### config.mk
export PLATFORM = sky130hd
export DESIGN_NAME = mem_arbiter
export DESIGN_NICKNAME = d
export VERILOG_FILES = /design/src/rtl/mem_arbiter.sv
export SDC_FILE = /design/constraint.sdc
export NUM_CORES = 1
export LEC_CHECK = 0
export CAP_MARGIN = 10
export CORE_ASPECT_RATIO = 0.8
export CORE_UTILIZATION = 40
export DETAILED_ROUTE_END_ITERATION = 8
export GPL_ROUTABILITY_DRIVEN = 0
export PLACE_DENSITY = 0.79
export SYNTH_ARGS = -nofsm -noshare
export SYNTH_HDL_FRONTEND = slang
export SYNTH_SLANG_ARGS = --single-unit
### constraint.sdc
create_clock -name Clk -period 5.5 [get_ports Clk]
set_clock_uncertainty 0.1 [all_clocks]
set_input_delay 1.375 -clock Clk [delete_from_list [all_inputs] [get_ports Clk]]
set_output_delay 1.375 -clock Clk [all_outputs]
set_load 0.02 [all_outputs]
### src/rtl/mem_arbiter.sv
// Two-port arbiter and sequencer for a shared word memory: grants fetch or data
// accesses, holds the memory port MEM_LATENCY cycles, then pulses the matching Ready.
module mem_arbiter #(
  parameter int MEM_LATENCY = 2
) (
  input  logic        Clk,
  input  logic        Reset,
  input  logic        IfReq,
  input  logic [31:0] IfAddr,
  output logic [31:0] IfData,
  output logic        IfReady,
  input  logic        DReq,
  input  logic        DWrite,
  input  logic [31:0] DAddr,
  input  logic [31:0] DWriteData,
  output logic [31:0] DReadData,
  output logic        DReady,
  output logic [31:0] MemAddr,
  output logic [31:0] MemWriteData,
  output logic        MemRead,
  output logic        MemWrite,
  input  logic [31:0] MemReadData,
  output logic        Busy
);

  localparam logic [1:0] IDLE = 2'd0;
  localparam logic [1:0] BUSY = 2'd1;
  localparam logic [1:0] DONE = 2'd2;

  localparam logic [3:0] CNT_INIT = 4'(MEM_LATENCY - 1);

  logic [1:0] state;
  logic [3:0] cnt;
  logic       last_gnt;
  logic       pick_d;
  logic       pick_store;

  // On contention the requester that did not win last time gets the port.
  always_comb begin
    pick_d     = DReq && (!IfReq || !last_gnt);
    pick_store = pick_d && DWrite;
  end

  assign Busy = (state != IDLE);

  always_ff @(posedge Clk or posedge Reset) begin
    if (Reset) begin
      state        <= IDLE;
      cnt          <= 4'd0;
      last_gnt     <= 1'b0;
      MemAddr      <= 32'd0;
      MemWriteData <= 32'd0;
      MemRead      <= 1'b0;
      MemWrite     <= 1'b0;
      IfData       <= 32'd0;
      DReadData    <= 32'd0;
      IfReady      <= 1'b0;
      DReady       <= 1'b0;
    end else begin
      case (state)
        IDLE: begin
          if (IfReq || DReq) begin
            MemAddr  <= pick_d ? DAddr : IfAddr;
            if (pick_store) MemWriteData <= DWriteData;
            MemRead  <= !pick_store;
            MemWrite <= pick_store;
            last_gnt <= pick_d;
            cnt      <= CNT_INIT;
            state    <= BUSY;
          end
        end
        BUSY: begin
          if (cnt != 4'd0) begin
            cnt <= cnt - 4'd1;
          end else begin
            // A store completes without touching the read-data register.
            if (!MemWrite) begin
              if (last_gnt) DReadData <= MemReadData;
              else          IfData    <= MemReadData;
            end
            MemRead  <= 1'b0;
            MemWrite <= 1'b0;
            if (last_gnt) DReady  <= 1'b1;
            else          IfReady <= 1'b1;
            state <= DONE;
          end
        end
        DONE: begin
          IfReady <= 1'b0;
          DReady  <= 1'b0;
          state   <= IDLE;
        end
        default: state <= IDLE;
      endcase
    end
  end

endmodule

== Word level (Yosys, flattened, before mapping) ==
Cells that the tools add are included.
Storage, ports and cells
  logic and storage cells: 61
  output and inout port bits: 133
  register bits: 139
Operators by class
  add/sub/neg operators: 1
  multiplexer cells: 18
  bitwise logic cells: 3
  reduce and logical (&&, ||, !) cells: 21
  equality and inequality tests: 7
Operators by type and width (number)
  32-bit 2-to-1 mux: 1
  3-bit AND reduction: 5
  2-bit inequality test (second input constant): 5
  4-bit 2-to-1 mux: 2
  1-bit case mux with 2 select lines: 4
  4-bit case mux with 2 select lines: 1
  4-bit AND reduction: 2
  1-bit 2-to-1 mux: 7
  2-bit nonzero test: 3
  2-bit 2-to-1 mux: 2
  2-bit case mux with 2 select lines: 1
  2-bit AND reduction: 2
  4-bit nonzero test: 1
  4-bit by 1-bit subtractor with 4-bit output (second input constant): 1
  1-bit logical NOT: 3
  1-bit NOT: 3
  2-bit by 1-bit equality test with 1-bit output (second input constant): 1
  2-bit equality test (second input constant): 1
  1-bit logical AND: 2
  2-bit logical NOT: 1
  1-bit logical OR: 2

== Logic depth before layout (Yosys ltp) ==
  depth in word-level cells: 7
  mapped depth: 7
  depth with buffers taken out: 6

== Worst setup path before layout ==
Ideal clock, no wire load.
  kind: register to output
  start: register state[0]
  end: output Busy
  arrival time: 1.299 ns
  required time: 4.025 ns
  cell stages (with the launch flop): 5
  path slack: 2.726 ns
  path through: dfrtp_1 nor2_1 clkbuf_1 buf_1 inv_1
On the way
  longest elaborated chain between the ends: 1
Ends and longest elaborated chain
  start, declared: RTL line 32  | logic [1:0] state;
  start signal, assigned: RTL line 48  | state <= IDLE;
  start signal, assigned: RTL line 69  | state <= BUSY;
  start signal, assigned: RTL line 85  | state <= DONE;
  2-bit nonzero test: RTL line 44  | assign Busy = (state != IDLE);
  end, declared: RTL line 23  | output logic Busy
Every way passes these cells.

== Worst setup path in the final report ==
Same ends and word-level chain as after synthesis.

==> reports/metrics.cfg <==
[logic_synthesis]
synth_common_cells=dfrtp_1, nand2_1, mux2_2
ys_top_cells_by_area=dfrtp_1, mux2_2, mux2_4
synth_top_area_frac=0.6043
syn_avg_cell_area_um2=13.02
synth-main-ff-cell=dfrtp_1
synth_area_um2=5756
ys_seq_area_frac=0.6043
synth_seq_cells=139
synth_top_cell_by_area=dfrtp_1
synth_cells=442
synth.distinct_cells=34
yosysMostFrequentCell=dfrtp_1
yosysWarningCount=0
synthArstFlopShare=1.000
synth-edff-count=0
synth_nets=577

[floorplanning]
dieArea_um2=14880
die_w_um=136.1
ios=266
die_y_um=109.3
initial_core_util=0.4174
core.rowCount=38
core_um2=13790

[timing]
fmaxAchievable_mhz=289.8
worst_slack_ns=2.049
maxSlewViolCount=0
finalSetupTns_ns=0
hold_violations=0
setup_viol=0
post-route-period-util=0.6275
fin_crit_ns=3.451
rsz0062_at_grt=no
worstMarginPinSlew_ns=0.6631
slew_headroom=0.5579

[cts]
clock_sinks=139
clk_pin_slew_ns=0.06
cts.repair.resized=0
cts_buffer_depth=2
numCtsBuffers=17
insertion_delay_ns=0.41
cts_root_buf=clkbuf_16
post_cts_buffers=0
cts_hold_buf=0
cts_max_level=4
cts_tree=yes

[worst_setup_path]
cp-start-kind=flop
r2r-start=cnt[0]
cp_cell_sequence=nor2_2 > buf_4 > inv_1 > clkdlybuf4s50_1
startpoint=state[0]
cp.arrival_ns=1.98
cp-end-kind=output pin
max_stage_delay_ns=0.55
critPathSlowestCell=clkdlybuf4s50_1
required_ns=4.03
cp_max_fo=40
path_class=flop to output pin

[power]
p_per_area_nw_per_um2=655.2
leakage_nw=3.981
vdd_ir_drop_max_v=0.0004008
p_total_w=0.006054

[final_layout]
final_util=0.6701
fillerInstances=980
nets=839
antenna_cells=0
drive_gt1_frac=0.1983
syn_to_final_growth_pct=60.54
fin_area_um2=9240

[grt]
grt_max_degree=69
grt_pass1_vias=4638
grtUsageMet1=0.2495
gr-total-overflow=0
gr-usage-met2=0.3619
grt_use_met3=0.07331
grtUsageTotal=0.2108
grt_pass1_wl_um=23840
top_usage_layer=met2
antenna_found_initial=0

[hold_path]
worstHoldStart=IfReady
hold_path.class=flop to flop

[route]
drt-initial-drc-count=178
ant_nets=0
avgRoutedWirePerCell_um=17.25
vias_per_cell=5.058
wirelength_um=15460
via_count=4532
route.detailed.drc=0
first_pass_iters=5

[outcome]
status=finished clean

[place]
io_buffers=265
placed_cell_area_um2=8517
pre_cts_slack_ns=1.412
dp_hpwl_um=11180

[run]
maxCapViolCount=0

## path summary, 6_finish.rpt
| path | endpoint | slack, ns | depth (start not counted) |
|---|---|---|---|
| worst max-delay path | Busy | 2.05 | 4 |
| worst min-delay path | IfReady | 0.40 | 2 |
| worst max register to register | IfData[21] | 2.96 | 5 |
| worst min register to register | IfReady | 0.40 | 2 |
| max in group asynchronous | DReadData[28] | 3.05 | 3 |
| min in group asynchronous | MemWriteData[20] | 1.32 | 2 |
## report_power, final
group	internal, W	total (W)	switching (W)
Sequential	0.00155	0.00186	0.000310
Clock	0.000919	0.00134	0.000417
Combinational	0.00150	0.00286	0.00136
## cell families (layout without fill, tap and decap cells)
kind of cell	Yosys count	count (layout)	synth area share
DFF	139	139	0.6043
muxes	96	96	0.2074
and+or+nand+nor	89	89	0.06718
AOI/OAI and AO/OA	80	80	0.08218
buffers and inverters	36	310	0.03457
adders and majority gates	2	2	0.004347
## worst max-delay path: cells and delay by family, from the launching register on
family                 cells  cell delay (ns)
buffers and inverters      3             1.00
DFF                        1             0.43
and+or+nand+nor            1             0.12
## sequential cells by signal (all words and copies together) (netlist names)
name and count:
MemAddr 32, MemRead 1, DReady 1, MemWriteData 32, state 2, cnt 4
last_gnt 1, IfData 32, DReadData 32, MemWrite 1, IfReady 1
## metrics by stage
step / instances / hold slack [ns]
final: 896 / 0.3960
after global routing: 896 / 0.4186
after CTS: 895 / 0.4035
after detailed placement: 864 / 0.3920
after global placement: 864 / 0.3827
after floorplan: 442 / 0.3966
## area by class of cell
cell class                      instances  area (um2)  share of cell area
Sequential cell                       139        3478              0.3764
Multi-Input combinational cell        267        2085              0.2256
Timing Repair Buffer                  272        2725              0.2949
Clock buffer                           20       456.7             0.04942
Clock inverter                         11       239.0             0.02586
Inverter                                7       31.28            0.003385
Tap cell                              180       225.2             0.02437
## placed cells by master (no fill, tap or decap), types with 2 or more instances in the layout
cell type,n
a21oi_1,36
a22o_1,2
clkbuf_8,2
and2_1,2
mux2_2,66
a31oi_1,33
mux2_4,30
nand2_1,71
inv_6,2
dfrtp_1,139
nor2b_1,2
clkinvlp_4,2
buf_4,6
ha_1,2
nor3_1,2
clkdlybuf4s50_1,265
o21ai_0,2
inv_1,6
nand2b_1,2
clkbuf_16,17
nand4_1,2
bufinv_16,7
## per-layer routing
layer / vias up / share of wire
met3: 22 / 0.091
met4: 0 / 0.013
met5: - / 0
met1: 2184 / 0.41
li1: 2080 / -
met2: 246 / 0.49
Power figures use the tool's default switching activity.
